==> src/rtl/dvi_timing_rx.sv <==
// Receive-side timing recovery for a DVI/VGA raster.
// Registers the incoming syncs and data-enable, regenerates x/y coordinates,
// measures line and frame lengths and declares lock after LOCK_FRAMES
// consecutive frames that match the expected raster.
// Ports:
//   clk, rst                   pixel clock, synchronous active-high reset
//   hsync, vsync, display_on   incoming sync and data-enable
//   x, y, pixel_valid          coordinates of the current sample, data-enable
//   line_start, frame_start    one-cycle pulses on sync asserting edges
//   line_len, frame_lines      last measured line length (clks) / frame length (lines)
//   locked, timing_err         lock status, one-cycle pulse on a loss of timing while locked
module dvi_timing_rx #(
   parameter int unsigned H_RES       = 640,
   parameter int unsigned V_RES       = 480,
   parameter int unsigned H_TOTAL     = 800,
   parameter int unsigned V_TOTAL     = 525,
   parameter bit          HSYNC_POL   = 1'b0,
   parameter bit          VSYNC_POL   = 1'b0,
   parameter int unsigned LOCK_FRAMES = 2,
   localparam int unsigned X_W  = $clog2(H_RES + 1),
   localparam int unsigned Y_W  = $clog2(V_RES + 1),
   localparam int unsigned HS_W = $clog2(2 * H_TOTAL + 1),
   localparam int unsigned VS_W = $clog2(2 * V_TOTAL + 1)
) (
   input  logic            clk,
   input  logic            rst,
   input  logic            hsync,
   input  logic            vsync,
   input  logic            display_on,
   output logic [X_W-1:0]  x,
   output logic [Y_W-1:0]  y,
   output logic            pixel_valid,
   output logic            line_start,
   output logic            frame_start,
   output logic [HS_W-1:0] line_len,
   output logic [VS_W-1:0] frame_lines,
   output logic            locked,
   output logic            timing_err
);

   localparam int unsigned MC_W = $clog2(LOCK_FRAMES + 1);

   localparam logic [HS_W-1:0] H_SAT   = HS_W'(2 * H_TOTAL);
   localparam logic [HS_W-1:0] H_TOT_C = HS_W'(H_TOTAL);
   localparam logic [VS_W-1:0] V_SAT   = VS_W'(2 * V_TOTAL);
   localparam logic [VS_W-1:0] V_TOT_C = VS_W'(V_TOTAL);
   localparam logic [X_W-1:0]  X_MAX   = X_W'(H_RES);
   localparam logic [Y_W-1:0]  Y_MAX   = Y_W'(V_RES);
   localparam logic [MC_W-1:0] LOCK_C  = MC_W'(LOCK_FRAMES);

   typedef enum logic [1:0] {ST_SEARCH, ST_TRACK, ST_LOCKED} state_t;

   state_t          state;
   logic            hs_smp, vs_smp, de_smp;
   logic            hs_prev, vs_prev;
   logic [HS_W-1:0] h_cnt;
   logic [VS_W-1:0] v_cnt;
   logic [X_W-1:0]  x_cnt;
   logic [MC_W-1:0] match_cnt;
   logic            line_de;
   logic            line_ok;
   logic            h_seen;

   logic            hs_edge, vs_edge;
   logic [HS_W-1:0] len_now;
   logic            line_bad, h_lost, v_lost, frame_ok;

   // Edge detection, measurement and loss-of-sync decode on the registered sample
   always_comb begin
      hs_edge  = hs_smp & ~hs_prev;
      vs_edge  = vs_smp & ~vs_prev;
      len_now  = (h_cnt == H_SAT) ? H_SAT : h_cnt + HS_W'(1);
      // h_seen masks the partial first line after reset or loss of sync
      line_bad = hs_edge & h_seen & (len_now != H_TOT_C);
      h_lost   = (h_cnt == H_SAT) & ~hs_edge;
      v_lost   = (v_cnt == V_SAT) & ~vs_edge;
      // A line ending on the vsync edge still belongs to the frame being closed
      frame_ok = line_ok & ~line_bad & (v_cnt == V_TOT_C);
   end

   // Sampling, counters and acquisition FSM
   always_ff @(posedge clk) begin
      if (rst) begin
         state       <= ST_SEARCH;
         hs_smp      <= 1'b0;
         vs_smp      <= 1'b0;
         de_smp      <= 1'b0;
         hs_prev     <= 1'b0;
         vs_prev     <= 1'b0;
         h_cnt       <= '0;
         v_cnt       <= '0;
         x_cnt       <= '0;
         match_cnt   <= '0;
         line_de     <= 1'b0;
         line_ok     <= 1'b0;
         h_seen      <= 1'b0;
         x           <= '0;
         y           <= '0;
         pixel_valid <= 1'b0;
         line_start  <= 1'b0;
         frame_start <= 1'b0;
         line_len    <= '0;
         frame_lines <= '0;
         locked      <= 1'b0;
         timing_err  <= 1'b0;
      end else begin
         // Polarity is normalised before the sample register so 1 always means asserted
         hs_smp  <= (hsync == HSYNC_POL);
         vs_smp  <= (vsync == VSYNC_POL);
         de_smp  <= display_on;
         hs_prev <= hs_smp;
         vs_prev <= vs_smp;

         line_start  <= hs_edge;
         frame_start <= vs_edge;
         pixel_valid <= de_smp;

         if (hs_edge) begin
            h_cnt    <= '0;
            line_len <= len_now;
         end else if (h_cnt != H_SAT) begin
            h_cnt <= h_cnt + HS_W'(1);
         end

         // x_cnt holds the column of the next active pixel
         if (hs_edge) begin
            x_cnt <= de_smp ? X_W'(1) : '0;
         end else if (de_smp && (x_cnt != X_MAX)) begin
            x_cnt <= x_cnt + X_W'(1);
         end
         x <= (de_smp && !hs_edge) ? x_cnt : '0;

         if (hs_edge) begin
            line_de <= de_smp;
         end else if (de_smp) begin
            line_de <= 1'b1;
         end

         if (vs_edge) begin
            y <= '0;
         end else if (hs_edge && line_de && (y != Y_MAX)) begin
            y <= y + Y_W'(1);
         end

         // A coincident hsync edge is line 0 of the new frame, so it is counted there
         if (vs_edge) begin
            frame_lines <= v_cnt;
            v_cnt       <= hs_edge ? VS_W'(1) : '0;
         end else if (hs_edge && (v_cnt != V_SAT)) begin
            v_cnt <= v_cnt + VS_W'(1);
         end

         if (vs_edge) begin
            line_ok <= 1'b1;
         end else if (line_bad) begin
            line_ok <= 1'b0;
         end

         if (h_lost) begin
            h_seen <= 1'b0;
         end else if (hs_edge) begin
            h_seen <= 1'b1;
         end

         timing_err <= 1'b0;
         if (h_lost || v_lost) begin
            timing_err <= (state == ST_LOCKED);
            state      <= ST_SEARCH;
            match_cnt  <= '0;
            locked     <= 1'b0;
         end else begin
            case (state)
               ST_SEARCH: begin
                  if (vs_edge) begin
                     state     <= ST_TRACK;
                     match_cnt <= '0;
                  end
               end
               ST_TRACK: begin
                  if (vs_edge) begin
                     if (!frame_ok) begin
                        match_cnt <= '0;
                     end else if (match_cnt == LOCK_C - MC_W'(1)) begin
                        state     <= ST_LOCKED;
                        match_cnt <= '0;
                        locked    <= 1'b1;
                     end else begin
                        match_cnt <= match_cnt + MC_W'(1);
                     end
                  end
               end
               ST_LOCKED: begin
                  if (line_bad || (vs_edge && (v_cnt != V_TOT_C))) begin
                     timing_err <= 1'b1;
                     state      <= ST_TRACK;
                     match_cnt  <= '0;
                     locked     <= 1'b0;
                  end
               end
               default: begin
                  state     <= ST_SEARCH;
                  match_cnt <= '0;
                  locked    <= 1'b0;
               end
            endcase
         end
      end
   end

endmodule

==> config.mk <==
export PLATFORM = sky130hd
export DESIGN_NAME = dvi_timing_rx
export DESIGN_NICKNAME = d
export VERILOG_FILES = /design/src/rtl/dvi_timing_rx.sv
export SDC_FILE = /design/constraint.sdc
export NUM_CORES = 1
export LEC_CHECK = 0
export ABC_AREA = 1
export BUFFER_PORTS_ARGS = -buffer_cell sky130_fd_sc_hd__buf_2
export CAP_MARGIN = 10
export CORE_UTILIZATION = 60
export CTS_CLUSTER_DIAMETER = 120
export CTS_CLUSTER_SIZE = 12
export DETAILED_ROUTE_END_ITERATION = 12
export HOLD_SLACK_MARGIN = 0.1
export PLACE_DENSITY = 0.95
export RECOVER_POWER = 100
export SYNTH_ARGS = -nofsm -noshare
export SYNTH_HDL_FRONTEND = slang
export SYNTH_SLANG_ARGS = --single-unit
==> constraint.sdc <==
create_clock -name clk -period 4.8 [get_ports clk]
set_clock_uncertainty 0.05 [all_clocks]
set_input_delay 0.24 -clock clk [delete_from_list [all_inputs] [get_ports clk]]
set_output_delay 0.24 -clock clk [all_outputs]
set_load 0.05 [all_outputs]
* Yosys cells after proc, flatten, opt, wreduce, memory -nomap -nowiden
Cells that the tools add are included.
** Operators by class
- Mux-type cells :: 31
- Bitwise gates (word level) :: 17
- Eq/ne operators :: 17
- Reductions and logical operators :: 22
- Add/sub/neg operators :: 5
** Operators by type and width (count)
- 11-bit 2-to-1 mux :: 3
- 11-bit by 1-bit adder with 11-bit output, second input constant :: 2
- 11-bit == test, second input constant :: 2
- 11-bit by 10-bit != test with 1-bit output, second input constant :: 2
- 11-bit != test, second input constant :: 2
- 10-bit 2-to-1 mux :: 2
- 2-bit 2-to-1 mux :: 10
- 1-bit 2-to-1 mux :: 13
- 2-bit case mux with 3 select lines :: 2
- 11-bit by 10-bit == test with 1-bit output, second input constant :: 1
- 10-bit by 1-bit adder with 10-bit output, second input constant :: 1
- 10-bit != test, second input constant :: 1
- 5-bit AND reduction :: 2
- 2-bit OR reduction :: 5
- 9-bit by 1-bit adder with 9-bit output, second input constant :: 1
- 9-bit != test, second input constant :: 1
- 1-bit inverter :: 9
- 1-bit AND :: 8
- 2-bit != test, second input constant :: 4
- 2-bit nonzero test :: 4
- 1-bit logical AND :: 6
- 2-bit by 1-bit == test with 1-bit output, second input constant :: 2
- 1-bit case mux with 3 select lines :: 1
- 3-bit AND reduction :: 1
- 6 further kinds :: 7
** Storage, ports and cells
- Register bits :: 90
- Input port bits :: 5
- Output and inout port bits :: 46
- Word-level logic and storage cells :: 114

* Longest topological paths before layout
- Depth after elaboration :: 10
- Depth in mapped cells :: 16

* Worst setup path before layout
Ideal clock, no wire load.
- Path kind :: register -> register
- Start :: register y[0]
- End :: register y[7]
- Clock period less this slack :: 2.086 ns
- Setup slack :: 2.714 ns
- Stages on the path, launching flop included :: 10
- Path buffers :: 0
- Data arrival time :: 1.921 ns
- Cells stage by stage :: dfxtp_1 > inv_1 > ha_1 > nand4_1 > nand3_1 > nor2_1 > nand3_1 > nor3_1 > a21oi_1 > o21a_1
** On the way
- Word-level cells in the longest chain between the ends :: 2
** Ends and longest elaborated chain
- start: declaration :: RTL line 31 : output logic [Y_W-1:0] y,
- start signal: assignment :: RTL line 142 : y <= y + Y_W'(1);
- branches (longest 2 deep; another with 9-bit by 1-bit adder with 9-bit output)
Parallel ways; which one is timed is not known.
A chain may end at the register's enable or synchronous reset.

* Final worst setup path
- Start :: register vs_smp
- End :: register v_cnt[10]
** On the way
- Word-level cells in the longest chain between the ends :: 2
** Ends and longest elaborated chain
- start: declaration :: RTL line 54 : logic hs_smp, vs_smp, de_smp;
- start signal: assignment :: RTL line 109 : vs_smp <= (vsync == VSYNC_POL);
- 1-bit AND * :: RTL line 71 : vs_edge = vs_smp & ~vs_prev;
- 11-bit 2-to-1 mux / 2-bit nonzero test (equally long branches)
- end signal: assignment :: RTL line 148 : v_cnt <= hs_edge ? VS_W'(1) : '0;
- end signal: assignment :: RTL line 150 : v_cnt <= v_cnt + VS_W'(1);
- end: declaration :: RTL line 57 : logic [VS_W-1:0] v_cnt;
Mark *: on every way between the ends. The rest lies on a longest branch, timed or not.

==> run_results.csv <==
group,metric,value,unit
worst_setup_path,reg2regPathDepth,11,
routing,vias,3449,
worst_setup_path,required,5.02,ns
clocking,clockBufferDepth,2,
global_route,grt_pass1_vias,3037,
sta,rsz0062_at_grt,"false",
pwr,p_per_area,364,nW/µm²
sta,report.final.hold_viol_count,0,
pwr,vdd_ir_drop_max,0.000302,V
worst_setup_path,max_stage_delay,0.41,ns
routing,dr.pass1.iters,7,
routing,postRouteAntennaNets,0,
clocking,cts_resized,0,
global_route,gr-total-overflow,0,
sta,maxSlewViolCount,0,
routing,drc,0,
routing,wl_met2,4040,µm
logic_synthesis,synth_seq_cells,90,
logic_synthesis,async_flop_share,0,%
place,dpl.hpwl,5760,µm
routing,wl,8250,µm
floorplan,die_w,80.5,µm
clocking,clkSlewWorstSetupHoldPaths,0.09,ns
run_status,status,"finished clean",
hold_path,hold_start,"rst",
logic_synthesis,synth_area,3700,µm²
logic_synthesis,syn_nets,509,
sta,fin_setup_tns,0,ns
logic_synthesis,yosys.area.top_type,"dfxtp_1",
hold_path,hold_path.class,"in2reg",
clocking,clkLatencyLatePin,0.37,ns
pwr,p_total,1.52,mW
place,place_area,4030,µm²
place,gpl.final_weighted_congestion,0.861,
floorplan,dieHeight,80.5,µm
sta,worst_pin_slew,0.829,ns
global_route,grtUsageTotal,26.0,%
sta,setup_slack,2.34,ns
floorplan,start_util,62.5,%
worst_setup_path,path_cells,"inv_1, nor2_1, nor3_1, nand4_1, o21ai_0, nor2_1, nand2_1, nor3_1, nand3_1, nand2_1, nor2_1",
logic_synthesis,ys_types,29,
sta,setup_violations,0,
worst_setup_path,crit_path_max_fanout,7,
worst_setup_path,cp_data_arrival_time,2.68,ns
hold_path,holdPathStages,2,
worst_setup_path,r2r_start,"vs_smp",
clocking,numCtsBuffers,9,
routing,top_layer,"met4",
place,pre_cts_ws,2.65,ns
sta,timing.hold.ws,0.164,ns
sta,timing.fmax,407,MHz
final_layout,fin_cells,634,
worst_setup_path,rr_endpoint,"v_cnt[10]",
clocking,clock_sinks,90,
logic_synthesis,synth_commonest_cells,"dfxtp_1, nand2_1, nor2_1, inv_1, o21ai_0",
logic_synthesis,ys.flop_type,"dfxtp_1",
place,io_buffer_count,50,
floorplan,pin_count,51,
floorplan,std_cell_rows,28,
worst_setup_path,critPathLaunchType,"flip-flop",
floorplan,dieArea,6480,µm²
worst_setup_path,critPathKind,"reg2reg",
final_layout,nNetsFinal,568,
worst_setup_path,critPathTopFamily,"simple AND/OR/NAND/NOR gates",
worst_setup_path,crit_buf_inv,1,
final_layout,final_cell_area,4170,µm²
global_route,grt_pass1_wl,12900,µm
routing,met1_length,3500,µm
routing,initialDrtViolationCount,266,
sta,slew-limit-headroom,44.8,%
routing,drt-vias-per-instance,5.44,
worst_setup_path,path_common_cell,"nor2_1",
hold_path,worstHoldEndpoint,"vs_smp",
logic_synthesis,synth_area_per_cell,7.47,µm²
global_route,antenna_found_initial,0,
final_layout,final_util,70.4,%
final_layout,area_growth_syn_to_layout,12.8,%
logic_synthesis,synth_enable_flop_cells,0,
flow_run,maxCapViolCount,0,
logic_synthesis,synth_seq_area_share,48.7,%
worst_setup_path,cp-end-kind,"flip-flop",
routing,met3_length,549,µm
worst_setup_path,r2r_slack,2.34,ns
logic_synthesis,ys_warn_count,0,
clocking,cts_tree,"built",
sta,period_needed,2.46,ns
floorplan,core,5920,µm²
final_layout,antennaDiodeCount,0,
final_layout,drive_gt1_share,5.37,%
pwr,power_leakage,1.63,nW
routing,wl_per_cell,13.0,µm
global_route,grt_max_degree,27,
sta,fin_crit_sh,51.2,%
logic_synthesis,synthDominantCellAreaShare,48.7,%
logic_synthesis,ys_top_cells_by_area,"dfxtp_1, nand2_1, nor2_1",
worst_setup_path,critPathSlowestCell,"nor2_1",
clocking,cts_root_buffer,"clkbuf_8",
logic_synthesis,syn_inst,495,
clocking,htreeDepth,3,
place,dpl.cell_count,615,
[state kept, by name, summed over array words and instances, names as in the netlist, 2 cells and up]
| register | cells |
|---|---|
| state | 2 |
| x_cnt | 10 |
| h_cnt | 11 |
| line_len | 11 |
| v_cnt | 11 |
| x | 10 |
| frame_lines | 11 |
| match_cnt | 2 |
| y | 9 |
[routing by layer]
layer / GRT usage (%) / vias to the layer above
li1: - / 1695
met1: 29.9 / 1582
met2: 44.8 / 151
met3: 5.57 / 21
met4: 13.6 / 0
met5: 0 / -
[what timing repair did]
| item | in CTS | in global routing |
|---|---|---|
| buffers inserted | 0 | 0 |
| hold endpoints to repair | 3 | 0 |
| hold buffers | 3 | 0 |
[logic make-up after synthesis]
logic type	count (synthesis)	synth area share, %
XOR/XNOR	3	0.711
flip-flops	90	48.7
AO/OA/AOI/OAI	74	10.8
AND/OR/NAND/NOR	236	28.3
adder cells (fa/ha/maj)	9	3.04
buffers and inverters	83	8.42
[where the power goes]
| group | switching [mW] | total, mW | leakage (nW) | internal [mW] |
|---|---|---|---|---|
| clock | 0.287 | 0.539 | 0.108 | 0.251 |
| sequential | 0.0201 | 0.792 | 0.729 | 0.772 |
| combinational | 0.132 | 0.187 | 0.797 | 0.0549 |
[worst max path at each step]
stage	start	to	slack (ns)	cells after the start
5_1_grt	h_cnt[0]	state[0]	2.16	14
3_3_place_gp	v_cnt[0]	v_cnt[9]	2.84	12
2_1_floorplan	y[0]	y[7]	2.71	9
6_report	vs_smp	v_cnt[10]	2.34	11
4_1_cts	v_cnt[0]	v_cnt[9]	2.60	12
3_5_place_dp	v_cnt[0]	v_cnt[10]	2.65	12
[cells in the final DEF (no fill, tap or decap)]
cell type,netlist,final
clkinv_4,0,1
dlygate4sd3_1,0,3
o211ai_1,1,1
a21oi_2,2,2
o21ai_0,40,40
a22o_1,1,1
and3_1,1,1
a21oi_1,24,24
nand3_2,4,3
buf_4,0,1
nand4_1,8,8
dfxtp_1,90,90
nand3_1,20,21
inv_1,76,76
nor3_1,20,21
clkbuf_8,0,9
buf_2,0,4
inv_6,0,2
clkinv_2,0,1
o21a_1,2,2
xnor2_1,1,1
o211a_1,1,1
bufinv_16,0,1
nor3b_1,2,2
a31oi_1,1,1
a211oi_1,2,2
nand2_2,3,1
nor2_2,5,2
nand2_1,90,93
xor2_1,2,2
clkbuf_1,7,47
nor2_1,79,83
inv_8,0,2
nand3_4,1,1
ha_1,9,9
[layout make-up]
class / instances / area (µm²)
timing repair buffer: 55 / 234
multi-input combinational: 322 / 1550
fill: 455 / 1750
clock inverter: 7 / 83.8
clock buffer: 9 / 124
sequential: 90 / 1800
tap: 75 / 93.8
inverter: 76 / 285
[worst reg2reg max path, stage by stage (launching register included)]
cell	delay, ns
dfxtp_1	0.32
inv_1	0.05
nor2_1	0.41
nor3_1	0.12
nand4_1	0.17
o21ai_0	0.22
nor2_1	0.28
nand2_1	0.16
nor3_1	0.32
nand3_1	0.13
nand2_1	0.09
nor2_1	0.04
Power figures use the tool's default switching activity.
